File: config.mk
export PLATFORM = sky130hd
export DESIGN_NAME = gate_selftest_sequencer
export DESIGN_NICKNAME = d
export VERILOG_FILES = /design/src/rtl/gate_selftest_sequencer.sv
export SDC_FILE = /design/constraint.sdc
export NUM_CORES = 1
export LEC_CHECK = 0
export CAP_MARGIN = 5
export CORE_ASPECT_RATIO = 0.8
export CORE_UTILIZATION = 53
export CTS_CLUSTER_DIAMETER = 40
export CTS_CLUSTER_SIZE = 40
export DETAILED_ROUTE_END_ITERATION = 8
export PLACE_DENSITY = 0.81
export SLEW_MARGIN = 20
export SYNTH_ARGS = -nofsm -noshare
export SYNTH_HDL_FRONTEND = slang
export SYNTH_SLANG_ARGS = --single-unit
File: constraint.sdc
create_clock -name clk -period 1.55 [get_ports clk]
set_input_delay 0.155 -clock clk [delete_from_list [all_inputs] [get_ports clk]]
set_output_delay 0.155 -clock clk [all_outputs]
set_load 0.02 [all_outputs]
File: src/rtl/gate_selftest_sequencer.sv
// gate_selftest_sequencer
//   Self-test sequencer for one external 2-input combinational gate. Applies the
//   four input vectors {a,b}=00,01,10,11 in order, waits SETTLE_CYCLES after each,
//   samples dut_y against the EXPECTED truth table, records a per-vector fail mask
//   and drives pass/fail board LEDs from the held verdict.
//
//   Ports:
//     clk, rst      clock; asynchronous active-high reset
//     start         run request (ignored while busy)
//     dut_a, dut_b  vector driven into the gate under test
//     dut_y         gate output (combinational from dut_a/dut_b)
//     busy          run in progress
//     done, pass    verdict held; pass valid only while done=1
//     fail_mask     bit i set when vector i mismatched
//     led_pass      on while done & pass
//     led_fail      blinks (BLINK_DIV-cycle half period) while done & !pass
//
//   Build option: define SELFTEST_AUTOSTART_EN to launch one run automatically on
//   the first clk edge after reset release (for boards with no start button).
module gate_selftest_sequencer #(
   parameter logic [3:0]  EXPECTED      = 4'b1110,
   parameter int unsigned SETTLE_CYCLES = 2,
   parameter int unsigned BLINK_DIV     = 12000000
) (
   input  logic       clk,
   input  logic       rst,
   input  logic       start,
   output logic       dut_a,
   output logic       dut_b,
   input  logic       dut_y,
   output logic       busy,
   output logic       done,
   output logic       pass,
   output logic [3:0] fail_mask,
   output logic       led_pass,
   output logic       led_fail
);

   localparam logic [2:0] S_IDLE   = 3'd0;
   localparam logic [2:0] S_APPLY  = 3'd1;
   localparam logic [2:0] S_SETTLE = 3'd2;
   localparam logic [2:0] S_SAMPLE = 3'd3;
   localparam logic [2:0] S_DONE   = 3'd4;

   localparam int unsigned BW = (BLINK_DIV > 1) ? $clog2(BLINK_DIV) : 1;
   localparam logic [BW-1:0] BLINK_LAST  = BW'(BLINK_DIV - 1);
   localparam logic [7:0]    SETTLE_LOAD = (SETTLE_CYCLES > 0) ? 8'(SETTLE_CYCLES - 1) : 8'd0;

   logic [2:0]    state, state_n;
   logic [1:0]    idx, idx_n;
   logic [7:0]    cnt, cnt_n;
   logic [1:0]    vec_n;
   logic [3:0]    mask_n;
   logic          done_n, pass_n, busy_n;
   logic          blink, blink_n;
   logic [BW-1:0] bcnt, bcnt_n;
   logic          go;

`ifdef SELFTEST_AUTOSTART_EN
   // Set by reset, consumed by the first clock edge afterwards.
   logic auto_pend;

   always_ff @(posedge clk or posedge rst) begin
      if (rst) auto_pend <= 1'b1;
      else     auto_pend <= 1'b0;
   end

   assign go = start | auto_pend;
`else
   assign go = start;
`endif

   always_comb begin
      state_n = state;
      idx_n   = idx;
      cnt_n   = cnt;
      vec_n   = {dut_a, dut_b};
      mask_n  = fail_mask;
      done_n  = done;
      pass_n  = pass;
      blink_n = blink;
      bcnt_n  = '0;
      case (state)
         S_IDLE, S_DONE: begin
            if (state == S_DONE) begin
               if (bcnt == BLINK_LAST) blink_n = ~blink;
               else                    bcnt_n  = bcnt + 1'b1;
            end
            // A launch from DONE overrides the blink update above.
            if (go) begin
               state_n = S_APPLY;
               idx_n   = '0;
               vec_n   = '0;
               mask_n  = '0;
               done_n  = 1'b0;
               pass_n  = 1'b0;
               blink_n = 1'b0;
               bcnt_n  = '0;
            end
         end
         S_APPLY: begin
            if (SETTLE_CYCLES == 0) begin
               state_n = S_SAMPLE;
            end else begin
               state_n = S_SETTLE;
               cnt_n   = SETTLE_LOAD;
            end
         end
         S_SETTLE: begin
            if (cnt == 8'd0) state_n = S_SAMPLE;
            else             cnt_n   = cnt - 8'd1;
         end
         S_SAMPLE: begin
            if (dut_y != EXPECTED[idx]) mask_n[idx] = 1'b1;
            if (idx == 2'd3) begin
               // Terminal vector: go to DONE rather than letting idx wrap.
               state_n = S_DONE;
               vec_n   = '0;
               done_n  = 1'b1;
               pass_n  = (mask_n == 4'b0000);
               blink_n = 1'b1;
            end else begin
               state_n = S_APPLY;
               idx_n   = idx + 2'd1;
               vec_n   = idx + 2'd1;
            end
         end
         default: state_n = S_IDLE;
      endcase
      busy_n = (state_n == S_APPLY) || (state_n == S_SETTLE) || (state_n == S_SAMPLE);
   end

   // LEDs are registered from next-state values so they switch on the same
   // edge as done, giving a full first blink half-period.
   always_ff @(posedge clk or posedge rst) begin
      if (rst) begin
         state     <= S_IDLE;
         idx       <= '0;
         cnt       <= '0;
         dut_a     <= 1'b0;
         dut_b     <= 1'b0;
         fail_mask <= '0;
         busy      <= 1'b0;
         done      <= 1'b0;
         pass      <= 1'b0;
         blink     <= 1'b0;
         bcnt      <= '0;
         led_pass  <= 1'b0;
         led_fail  <= 1'b0;
      end else begin
         state     <= state_n;
         idx       <= idx_n;
         cnt       <= cnt_n;
         {dut_a, dut_b} <= vec_n;
         fail_mask <= mask_n;
         busy      <= busy_n;
         done      <= done_n;
         pass      <= pass_n;
         blink     <= blink_n;
         bcnt      <= bcnt_n;
         led_pass  <= done_n & pass_n;
         led_fail  <= done_n & ~pass_n & blink_n;
      end
   end

endmodule
# After elaboration in Yosys (flattened, before gate mapping)
# Index checks and enable logic that the tools add are counted.
# Widths: inputs -> output; s select.
[classes]
add_sub_neg = 3
n_lt_le_gt_ge = 2
eq_ne = 13
muxes = 34
n_bitwise = 6
reduce_logical = 12
[ops]
columns = ["cell", "n"]
rows = [
  ["$mux 24", 4],
  ["$add 24x1->24 const B", 1],
  ["$eq 24x24->1 const B", 1],
  ["$pmux 8 s2", 1],
  ["$eq 3x2->1 const B", 4],
  ["$mux 4", 3],
  ["$pmux 3 s4", 1],
  ["$mux 1", 10],
  ["$mux 3", 3],
  ["$logic_not 8->1", 1],
  ["$mux 8", 1],
  ["$pmux 2 s2", 2],
  ["$pmux 4 s2", 1],
  ["$sub 8x1->8 const B", 1],
  ["$eq 3x1->1 const B", 2],
  ["$mux 2", 3],
  ["$ne 2x2->1 const B", 3],
  ["$pmux 1 s2", 3],
  ["$logic_not 4->1", 1],
  ["$or 4x4->4", 1],
  ["$reduce_and 2->1", 2],
  ["$reduce_bool 2->1", 2],
  ["$and 1x1->1", 3],
  ["$eq 3x3->1 const B", 1],
  ["other kinds (13)", 15],
]
[totals]
register_bits = 49
input_bits = 4
wordCells = 83

# Depth between registers and ports, before layout
# Gate-level depths: netlist of run 1.
[logic_depth]
word_depth = 13
depth_mapped = 7
depth_no_buf = 6

# Worst setup path before layout of run 1
# No wires, ideal clock.
[synth_path]
kind = "register -> register"
start = "register bcnt[0]"
end = "register bcnt[22]"
arrival_time_ps = 1549
setup_slack_ps = -128
stages_incl_launch_ff = 8
n_path_buf = 2
period_less_slack_ps = 1678
path_cell_list = "dfrtp_1 -> ha_1 -> and3_1 -> buf_4 -> nand4_4 -> o311ai_2 -> buf_4 -> a21oi_1"
[synth_between]
elab_chain_len = 5
elab_cells_between_ends = 6
[synth_lines]
columns = ["item", "line_no", "source"]
rows = [
  ["from (decl)", "56", "logic [BW-1:0] bcnt, bcnt_n;"],
  ["from (signal assigned)", "160", "bcnt <= bcnt_n;"],
  ["$add 24x1->24 / $eq 24x24->1 (equally long branches)", "87, 86", ""],
  ["$mux 24 (*)", "86", "if (bcnt == BLINK_LAST) blink_n = ~blink;"],
  ["$mux 24 (*)", "85", "if (state == S_DONE) begin"],
  ["$mux 24 (*)", "90", "if (go) begin"],
  ["$mux 24 (*)", "83", "case (state)"],
  ["named net bcnt_n[22]", "56", ""],
]
# The timed path passes the listed nets; every way through them passes the cells marked *.
# A chain may end at the register's enable or synchronous reset.

# Worst setup path in the final report of run 1
[layout_path]
start = "register bcnt[8]"
end = "register bcnt[8]"
# Same word-level chain as after synthesis.

==> results by stage, run 1 <==
Status:
- The flow ran to the end, but the final reports show violations.
- The final reports fail on setup timing.

Clocking:
- The count of H-tree levels built during CTS is 2.
- The worst-case clock buffer depth is 2.
- TritonCTS created 5 clock buffers.
- CTS saw 49 sinks.
- Clock-pin slew was measured on the worst setup and hold paths at 0.10 ns.
- The CTS root buffer is clkbuf_8.
- The CTS tree is yes.
- The count of hold buffers inserted by post-cts repair is 0.
- The later-pin clock latency in the skew report is 0.31 ns.

STA:
- Across the routed clock network, the largest skew measured is 0.00628 ns.
- The worst setup margin is -0.270 ns.
- Setup repair after global routing could not meet its margin everywhere.
- The final number of max-transition violations was 0.
- The total count of hold-check failures in the final report came to 0.
- Setup violations remaining at the end of the flow were counted as 28.
- The relative slew slack is 71.9%.
- Adding up every negative setup slack in the final design gives -6.52 ns.
- The post-route fraction of the period consumed by the critical path is 117%.
- The shortest period the worst path allows is 1.82 ns.
- The worst hold slack after final layout is 0.104 ns.
- The highest clock rate is 0.549 GHz.
- The transition time at the pin with the least slew margin is 0.417 ns.

Drt:
- The number of DRC markers after the initial detailed-route iteration is 257.
- The detail route stage leaves a number of antenna-violating nets equal to 0.
- The average detailed-routed wire length per instance is 17.2 µm.
- The detailed router placed 2,343 vias in this run.
- For this block, the routed nets add up to 6750 µm of wire.
- For this run, design rule violations remaining after detail routing come to 0.
- The per-cell via count in the routed design is 5.96.
- The length of the first detailed-routing pass in iterations is 6.

Pwr:
- The analysis attributes to cell leakage a power of 1.58 nW.
- The peak supply drop is 0.000874 V.
- In this run the power density over the cells is 1260 nW/µm².

Cells and area:
- The number of antenna cells inserted is 0.
- The total number of nets in the final design is 342.
- The post-route netlist has 36.0% of its cells at a drive strength greater than 1.
- The sequential cell area is 1230 µm².
- The number of fill cells is 276.
- The multi-input combinational cells in the finished layout cover a total of 1470 µm².
- The area growth from synthesis to layout is 40.1%.

Synth:
- The most common cell in the synthesized netlist is dfrtp_1.
- In the post-synthesis netlist, the biggest area contributors are dfrtp_1, nor2_1, a21oi_1, ha_1, nand2_1.
- The distinct cell type count of the synthesized netlist is 56.
- During synthesis, Yosys emitted a total of 0 warnings.
- Summed over all instances, the cell type with the most area after synthesis is dfrtp_1.
- The most used flip-flop cell after synthesis is dfrtp_1.
- The synthesized net count is 269.
- Of the synthesized area, sequential elements account for 47.8%.
- Counting flops with a built-in enable in the synthesized netlist gives 0.
- The summed instance area of the synthesized netlist is 2560 µm².
- Synthesis produced a netlist whose cell count is 259.
- Averaged over all synthesized cells, the footprint is 9.90 µm².
- After synthesis, the largest area contributor takes up 47.8% of total cell area.
- The commonest cells after synthesis are dfrtp_1, nor2_1, nand2_1.
- Synthesis inferred 49 register bits.
- The fraction of registers with async set or reset after synthesis is 100%.

Worst setup path:
- STA puts the critical path data required time at 1.75 ns.
- The startpoint-to-endpoint class of the critical path is reg2reg.
- The critical path launch point is bcnt[8].
- The reg-to-reg setup timing slack is -0.27 ns.
- The worst setup path is launched from a flop.
- The startpoint identified for the worst register-to-register timing path is bcnt[8].
- The cell with the biggest individual delay on the critical path is dfrtp_1.
- The critical path goes through nor4b_2 -> nand4_1 -> o311ai_4 -> buf_6 -> buf_16 -> nor2_1.
- The maximum fanout along the worst path is 6.
- The nature of the critical path endpoint is a flop.
- The longest individual stage delay on the worst path is 0.41 ns.
- For the worst setup path, the data arrival time is 2.02 ns.

Floorplan:
- The floorplan row count is 22.
- The die extent in y is 64.2 µm.
- The initial utilization of the core area, before any placement, comes to 55.5%.
- Pin placement for this block handled 15 I/O pins.
- The die is 79.8 µm wide.
- The area of the core is 4620 µm².
- The floorplan step defined a die boundary enclosing 5120 µm².

Place:
- The detailed-placement wirelength estimate is 4150 µm.
- The number of buffer cells added on primary ports is 14.
- The congestion estimate from routability-driven global placement came to 0.864.

Global routing:
- The first-pass GRT wire length is 10,500 µm.
- The number of antenna violations at the first check in global routing came to 0.
- The number of global-route vias before repair was 2,163.
- The pin count of the biggest net entering global routing is 38.
- The total congestion overflow is 0.
- The total global routing track utilization is 26.6%.

Flow run:
- The number of maximum-capacitance constraint violations is 0.

Min path:
- The path class of the lowest-slack min-delay path is in2async.
## worst max-delay path, delay by kind of cell, from the launching register on
family | cells | cell delay, ns
simple gates | 3 | 0.65
flops | 1 | 0.41
compound gates | 1 | 0.35
buf+inv | 2 | 0.32
## cell type report
cell class              instances  area share (%)
multi-input cells             188            41.0
flip-flops and latches         49            34.2
repair buffers                 75            18.6
clock buffers                   6            2.30
well taps                      60            2.09
inverters                      13            1.36
clock inverters                 2           0.487
## state kept, by name, summed over array words and instances, names as in the netlist, 2 cells and up
name       flops
fail_mask      4
state          3
idx            2
cnt            8
bcnt          24
## layout by cell type, fill, tap and decap left out, drive strengths merged, types with 4 or more instances in the layout
| master | netlist | routed |
|---|---|---|
| or3 | 10 | 10 |
| xnor2 | 5 | 5 |
| buf | 5 | 61 |
| nor2 | 25 | 25 |
| nand2 | 20 | 20 |
| a22o | 4 | 4 |
| nand3 | 8 | 8 |
| nand4 | 7 | 7 |
| ha | 6 | 6 |
| nor3 | 6 | 6 |
| or4 | 5 | 5 |
| clkbuf | 4 | 6 |
| xor2 | 8 | 8 |
| a21oi | 18 | 18 |
| clkdlybuf4s50 | 0 | 14 |
| inv | 13 | 14 |
| o31ai | 4 | 4 |
| and3 | 4 | 4 |
| and4 | 5 | 5 |
| dfrtp | 49 | 49 |
| o21ai | 15 | 15 |
## worst paths after layout
check                           end  cells after the start
setup / recovery            bcnt[8]                      6
hold / removal             bcnt[11]                      2
setup reg to reg            bcnt[8]                      6
hold reg to reg               dut_b                      1
max in group asynchronous  bcnt[10]                      3
min in group clk              dut_b                      1
## metrics by stage
| stage | total power, mW | std cells | area [µm²] | setup WS (ns) | utilization, % |
|---|---|---|---|---|---|
| 2_1_floorplan | 2.76 | 259 | 2630 | -0.0954 | - |
| 3_3_place_gp | 3.40 | 370 | 3150 | -0.148 | 68.2 |
| 3_5_place_dp | 3.45 | 370 | 3150 | -0.183 | 68.2 |
| 4_1_cts | 4.39 | 388 | 3460 | -0.127 | 74.8 |
| 5_1_grt | 4.82 | 393 | 3590 | -0.305 | 77.7 |
| 6_report | 4.55 | 393 | 3590 | -0.270 | 77.7 |
## logic make-up after synthesis
| logic type | count (synthesis) | synth area share, % |
|---|---|---|
| fa+ha+maj | 6 | 2.93 |
| compound gates | 56 | 14.5 |
| flops | 49 | 47.8 |
| simple gates | 110 | 25.1 |
| buf+inv | 22 | 4.00 |
| mux | 3 | 1.27 |
| xor+xnor | 13 | 4.44 |
## routing by layer
metal	global-route usage, %	share of wire, %
met1	38.2	44
met2	41.5	49
met3	5.14	4.6
met4	6.92	1.6
met5	0	0
## power by group
| part | leakage (nW) | internal, mW | switching [mW] |
|---|---|---|---|
| clock | 0.0518 | 0.371 | 0.454 |
| combinational | 0.867 | 0.982 | 1.08 |
| sequential | 0.662 | 1.48 | 0.175 |
## what timing repair did
item                                    in CTS  in global routing
gates resized for setup                     24                 32
setup buffers                                8                  6
endpoints found under the setup margin      32                 37
pin swaps                                   10                  8
cloned                                       2                  1
Power figures use the tool's default switching activity.
==> run 2: changes to the inputs <==
--- a/config.mk
+++ b/config.mk
@@ -5,13 +5,14 @@
 export SDC_FILE = /design/constraint.sdc
 export NUM_CORES = 1
 export LEC_CHECK = 0
-export CAP_MARGIN = 5
+export ABC_AREA = 1
+export CAP_MARGIN = 20
 export CORE_ASPECT_RATIO = 0.8
-export CORE_UTILIZATION = 53
+export CORE_UTILIZATION = 54
 export CTS_CLUSTER_DIAMETER = 40
 export CTS_CLUSTER_SIZE = 40
 export DETAILED_ROUTE_END_ITERATION = 8
-export PLACE_DENSITY = 0.81
+export PLACE_DENSITY = 0.76
 export SLEW_MARGIN = 20
 export SYNTH_ARGS = -nofsm -noshare
 export SYNTH_HDL_FRONTEND = slang
==> run 2 against run 1 <==
  * The run now ends clean
  * Combinational power fell by 13%
  * Worst hold slack improved by 0.075 ns
  * Maximum frequency up 18%
  * Highest routed layer unchanged
==> results by stage, run 2 <==
Status:
- The flow ran to the end, and the final reports show no timing, DRC or antenna violations.

STA:
- The final critical path takes up 99.2% of the cycle.
- The smallest clock period supported by the final layout is computed as 1.54 ns.
- In the post-route analysis, the smallest setup slack over all paths is 0.0127 ns.
- Setup repair after global routing could not meet its margin everywhere.
- The transition time at the pin with the least slew margin is 0.390 ns.
- Setup violations remaining at the end of the flow were counted as 0.
- The total count of hold-check failures in the final report is 0.
- Derived from the worst setup path, the maximum achievable clock frequency is 0.650 GHz.
- Clock skew on the completed layout was measured at 0.00577 ns.
- The worst hold slack after final layout is 0.179 ns.
- The relative slew slack is 74.0%.
- The final number of max-transition violations is 0.

Floorplan:
- The die extent in y is 66.2 µm.
- The die covers 5450 µm².
- Once the floorplan was initialized, standard cells occupied 58.4% of the core.
- The total I/O pin count is 15.
- The die is 82.3 µm wide.
- After floorplanning, the core was divided into 22 placement rows.
- The area of the core is 4760 µm².

Drt:
- The total via count in the routed design is 2,420.
- The length of the first detailed-routing pass in iterations is 4.
- The number of DRC markers after the initial detailed-route iteration is 214.
- In the routed layout, each cell is associated on average with a via count of 5.18.
- The post-route antenna net violation count is 0.
- The final layout contains routed wiring with a total length of 5970 µm.
- In the final routed layout, each cell accounts on average for 12.8 µm.
- The post-detailed-route DRC marker count is 0.

Synth:
- In the synthesized netlist, the cells that appear most often are nand2_1, inv_1, nor2_1.
- The area share of the largest cell type after synthesis is 44.1%.
- The distinct cell type count of the synthesized netlist is 33.
- Yosys printed 0 warnings.
- The most used standard cell by instance count after synthesis is nand2_1.
- The synthesized design contains 0 enable-type register cells.
- Of all cell types, the one taking the most synthesized area is dfrtp_1.
- The number of cells produced by synthesis is 352.
- The number of nets in the synthesized netlist is 362.
- The summed instance area of the synthesized netlist is 2780 µm².
- The portion of the post-synthesis area used by sequential elements is 44.1%.
- After synthesis, the share of flip-flops with an asynchronous set or reset is 100%.
- Among all flip-flop cells after synthesis, the most frequent one is dfrtp_1.
- After synthesis, the cell types taking the most area are dfrtp_1, nand2_1, inv_1, nor2_1, nor3_2.
- The number of flip-flops and latches in the synthesized netlist is 49.
- In this run the mean area of a mapped cell was 7.91 µm².

Place:
- The count of buffers added on input and output ports is 14.
- Detailed placement finished with a half-perimeter wire length of 4240 µm.
- OpenSTA, run right after detailed placement, puts the worst setup slack at -0.0395 ns.
- Routability-driven placement finished with a final weighted congestion of 0.889.

Worst setup path:
- The worst setup path is launched from a flop.
- Data on the critical path arrives at its endpoint at 1.74 ns.
- The startpoint-to-endpoint class of the critical path is reg2reg.
- The maximum fanout along the worst path is 5.
- The nature of the critical path endpoint is a flop.
- STA puts the critical path data required time at 1.76 ns.

Cells and area:
- The number of antenna cells inserted is 0.
- The number of fill cells is 346.
- The area growth from synthesis to layout is 25.5%.
- The number of flip-flops under the largest register name is 24.
- The top cell types in the final layout, fill and taps aside, are nand2_1, inv_1, dfrtp_1.
- The total number of nets in the final design is 416.
- The register with the most flip-flops is bcnt.
- Leaving out fill and tap cells, the most frequent cell in the layout is nand2_1.
- The fraction of final layout cells sized beyond drive strength 1 is 27.5%.
- The largest registers in the layout are bcnt: 24 flops, cnt: 8 flops, fail_mask: 4 flops.

Flow run:
- The tool flagged a number of max-cap violations equal to 0.

Min path:
- The min-delay analysis places its worst path in the category in2async.

Clocking:
- At the later pin of the worst-skew pair, clock insertion delay measures 0.30 ns.
- The CTS root buffer is clkbuf_8.
- The CTS tree is yes.
- The count of hold buffers inserted by post-cts repair is 0.
- CTS saw 49 sinks.
- Counting the buffers created by CTS gives 5.
- After clock tree synthesis, the clock-pin slew on the worst setup and hold paths is 0.09 ns.
- The count of H-tree levels built during CTS is 2.
- The worst-case clock buffer depth is 2.

Global routing:
- The first global-routing pass estimated 9980 µm of wire.
- The number of antenna violations at the first check in global routing is 0.
- The total congestion overflow is 0.
- Entering global routing, the biggest net connects 32 pins.
- The number of global-route vias before repair is 2,178.
- The total global routing track utilization is 24.5%.

Pwr:
- The peak supply drop is 0.00112 V.
- The power per cell area is 1260 nW/µm².
- The static power due to leakage is 1.72 nW.
-- run 2: cell types whose count changed after synthesis, moves of 11 or more --
| cell | before | now |
|---|---|---|
| nand2_1 | 20 | 74 |
| inv_1 | 13 | 55 |
| nand3_1 | 7 | 18 |
| nor2_1 | 25 | 50 |
-- run 2: final timing paths --
kind	start	endpoint	slack, ns	cells after the start
worst max register to register	bcnt[1]	bcnt[16]	0.01	10
worst max-delay path	bcnt[1]	bcnt[16]	0.01	10
max in group asynchronous	rst	bcnt[4]	1.01	3
worst min-delay path	rst	cnt[1]	0.18	3
min in group clk	dut_b	dut_b	0.48	2
worst min register to register	dut_b	dut_b	0.48	2
-- run 2: cells by family after synthesis --
logic type / count (synthesis) / synth area share [%]
xor+xnor: 6 / 1.89
compound gates: 31 / 6.65
flops: 49 / 44.1
simple gates: 194 / 35.5
buf+inv: 66 / 9.17
fa+ha+maj: 6 / 2.70
-- run 2: layout make-up --
| class | count | area, µm² | share of cell area [%] |
|---|---|---|---|
| multi-input cells | 237 | 1420 | 40.5 |
| inverters | 65 | 251 | 7.20 |
| clock inverters | 2 | 37.5 | 1.07 |
| flip-flops and latches | 49 | 1230 | 35.2 |
| well taps | 60 | 75.1 | 2.15 |
| repair buffers | 48 | 403 | 11.5 |
| clock buffers | 6 | 82.6 | 2.36 |
-- run 2: timing repair --
action                                  4_1_cts  5_1_grt
resized for setup                             5       34
pin swaps                                     2       14
endpoints found under the setup margin        4       35
setup buffers                                 7       11
-- run 2: through the flow --
| step | cell area [µm²] | power, mW | setup TNS [ns] | std cells | utilization (%) |
|---|---|---|---|---|---|
| 2_1_floorplan | 2780 | 2.62 | 0 | 352 | - |
| 3_3_place_gp | 3110 | 3.08 | 0 | 441 | 65.2 |
| 5_1_grt | 3490 | 4.69 | -0.984 | 467 | 73.4 |
| 3_5_place_dp | 3110 | 3.13 | -0.0633 | 441 | 65.2 |
| 6_report | 3490 | 4.39 | 0 | 467 | 73.4 |
| 4_1_cts | 3300 | 4.19 | 0 | 456 | 69.2 |
-- run 2: power by group --
| part | internal [mW] | switching [mW] | total (mW) |
|---|---|---|---|
| Sequential | 1.48 | 0.145 | 1.63 |
| Combinational | 0.788 | 1.01 | 1.80 |
| Clock | 0.525 | 0.438 | 0.963 |
-- run 2: critical path, stage by stage (launching register included) --
cell and delay (ns):
dfrtp_1 0.36, ha_2 0.19, nand2_2 0.07, nor2_4 0.12, inv_4 0.06, nor2_8 0.12
nand2_4 0.08, nor2_4 0.17, nand3_2 0.09, nor2_1 0.12, nor2_2 0.05
-- run 2: layer usage --
metal  part of all wire (%)  GRT usage, %  wire length, µm
met1                     49          37.0             2950
met2                     46          35.6             2730
met3                    4.5          4.69              271
met4                   0.50          6.36               30
met5                      0             0                0
==> run 3: changes to the inputs <==
--- a/config.mk
+++ b/config.mk
@@ -8,11 +8,11 @@
 export ABC_AREA = 1
 export CAP_MARGIN = 20
 export CORE_ASPECT_RATIO = 0.8
-export CORE_UTILIZATION = 54
+export CORE_UTILIZATION = 32
 export CTS_CLUSTER_DIAMETER = 40
 export CTS_CLUSTER_SIZE = 40
 export DETAILED_ROUTE_END_ITERATION = 8
-export PLACE_DENSITY = 0.76
+export SKIP_CTS_REPAIR_TIMING = 1
 export SLEW_MARGIN = 20
 export SYNTH_ARGS = -nofsm -noshare
 export SYNTH_HDL_FRONTEND = slang
==> run 3 against run 2 <==
  * Sequential cell count stayed put
  * Critical endpoint is now led_fail
  * Critical path depth is the same
  * Largest cell class unchanged
  * Register-to-register slack barely moved
==> results by stage, run 3 (same netlist as run 2, synthesis figures left out) <==
Place:
- Detailed placement ended at an HPWL of 4240 µm.
- Port buffering added 14 buffers.
- The cell count after placement is 496.
- Routability-driven placement finished with a final weighted congestion of 0.797.

Floorplan:
- The total I/O pin count is 15.
- The area of the core is 8450 µm².
- The die extent in x is 106 µm.
- The starting utilization of the core area is 32.9%.
- The die is 85.4 µm tall.
- The floorplan step defined a die boundary enclosing 9080 µm².
- The floorplan row count is 30.

Clocking:
- The count of H-tree levels built during CTS is 2.
- Counting along the longest clock path gives a buffer depth of 2.
- The total CTS buffers is 5.
- The clock net sink count is 49.
- TritonCTS built the clock tree.
- The clock transition at the registers of the reported paths is 0.09 ns.
- The root buffer cell chosen for the clock tree is clkbuf_8.
- The clock reaches the later pin of the worst-skew pair after 0.31 ns.

Flow run:
- The number of maximum-capacitance constraint violations is 0.

Pwr:
- The clock power share is 18.2%.
- The share of total power consumed by net switching is 38.2%.
- Dividing total power by cell area gives a power density of 1190 nW/µm².
- The net switching component of the power is 1.60 mW.
- Power comes to 4.18 mW.
- The register share of total power is 39.2%.
- The peak supply drop is 0.000520 V.
- The analysis attributes to cell leakage a power of 1.70 nW.
- The combinational power share is 42.5%.
- The internal power of the cells totals 2.58 mW.

Global routing:
- Global routing used 13.7% of the available tracks.
- The first-pass GRT wire length is 9860 µm.
- Entering global routing, the biggest net connects 50 pins.
- The number of antenna violations at the first check in global routing is 0.
- The number of global-route vias before repair is 2,162.
- Global routing finished with a remaining overflow of 0.

STA:
- The clock skew is 0.00598 ns.
- The setup TNS is 0 ns.
- At the pin with the least slew margin, the transition time is 0.320 ns.
- Setup violations remaining at the end of the flow were counted as 0.
- Setup repair after global routing could not meet its margin everywhere.
- Subtracting the final worst setup slack from the clock period gives 1.54 ns.
- The relative slew slack is 78.5%.
- The highest clock rate is 0.651 GHz.
- The total count of hold-check failures in the final report is 0.
- The post-route fraction of the period consumed by the critical path is 99.2%.
- The final number of max-transition violations is 0.

Drt:
- After the first detailed-routing iteration, the DRC count stood at 69.
- For this run, design rule violations remaining after detail routing come to 0.
- The pre-antenna-repair detailed-routing pass consisted of 4 iterations.
- The total via count in the routed design is 2,329.
- In the final routed layout, each cell accounts on average for 11.4 µm.
- The overall routed net length is 5840 µm.
- The per-cell via count in the routed design is 4.53.
- The count of nets left with antenna violations once routing finished came out at 0.

Cells and area:
- The post-route netlist has 25.9% of its cells at a drive strength greater than 1.
- The register with the most flip-flops is bcnt.
- Leaving out fill and tap cells, the most frequent cells in the layout are nand2_1, inv_1, dfrtp_1.
- The area growth from synthesis to layout is 25.9%.
- The register with the most flip-flops in the layout has 24 of them.
- The largest registers in the layout are bcnt: 24 flops, cnt: 8 flops, fail_mask: 4 flops.
- The count of non-filler cells in the finished layout is 514.
- For this run, the post-layout net count is 411.
- The number of antenna cells inserted is 0.
- The library cell used most frequently in the layout, excluding fill and tap cells, is nand2_1.

Worst setup path:
- At the worst endpoint, the required time is 1.79 ns.
- The nature of the critical path endpoint is a flop.
- The maximum fanout along the worst path is 3.
- The critical path startpoint category is a flop.
- The startpoint-to-endpoint class of the critical path is reg2reg.
- STA puts the critical path data arrival time at 1.78 ns.

Min path:
- The path class of the lowest-slack min-delay path is in2async.

Status:
- The flow ran to the end, and the final reports show no timing, DRC or antenna violations.
## run 3: cell types whose count changed in the layout (fill, tap and decap cells not counted), moves of 2 or more
| cell | previous run | this run |
|---|---|---|
| nand3_2 | 4 | 6 |
| nand2_2 | 10 | 8 |
| nand3_1 | 16 | 14 |
| buf_4 | 32 | 26 |
| nor3_2 | 8 | 6 |
## run 3: area by class of cell
| type | instances | area [µm²] |
|---|---|---|
| multi-input combinational | 237 | 1420 |
| sequential | 49 | 1230 |
| inverter | 65 | 251 |
| clock inverter | 2 | 15.0 |
| timing repair buffer | 43 | 378 |
| clock buffer | 6 | 72.6 |
| tap | 112 | 140 |
| fill | 849 | 4940 |
## run 3: power groups by stage
| stage | logic, mW | registers (mW) | clock network (mW) |
|---|---|---|---|
| after floorplan | 0.895 | 1.72 | 0 |
| after global placement | 1.47 | 1.65 | 0 |
| after detailed placement | 1.50 | 1.65 | 0 |
| after CTS | 1.50 | 1.63 | 0.790 |
| after global routing | 2.00 | 1.67 | 0.829 |
| final | 1.78 | 1.64 | 0.763 |
## run 3: worst paths after layout
check | startpoint | to | slack [ns] | cells past startpoint
worst max-delay path | bcnt[1] | led_fail | 0.01 | 10
worst min-delay path | rst | bcnt[1] | 0.19 | 3
worst max register to register | bcnt[1] | led_fail | 0.01 | 10
worst min register to register | dut_b | dut_b | 0.48 | 2
max in group asynchronous | rst | state[0] | 1.11 | 3
min in group clk | start | bcnt[22] | 0.48 | 2
## run 3: worst max-delay path: stages (launching register included)
cell	delay [ns]
dfrtp_1	0.36
ha_2	0.19
nand2_2	0.07
nor2_4	0.15
inv_4	0.06
nor2_8	0.10
buf_6	0.12
nand3_2	0.08
nand2_2	0.09
nand3_2	0.10
a21oi_2	0.14
## run 3: metrics by stage
stage               setup slack (ns)  utilization (%)  hold slack [ns]  instance area (µm²)
finish                        0.0130             41.5            0.188                 3500
global route                  -0.102             41.5            0.222                 3500
CTS                          -0.0546             39.0            0.201                 3290
detailed placement           -0.0446             38.0            0.465                 3210
global placement            -0.00538             38.0            0.463                 3210
floorplan                      0.106                -            0.221                 2780
## run 3: routing by layer
metal,routed length [µm],share of wire [%],up-vias,GRT usage (%)
li1,-,-,1210,-
met1,2890,50,1078,18.8
met2,2670,46,29,21.1
met3,158,2.7,12,2.76
met4,114,2.0,0,5.30
met5,0,0,-,0
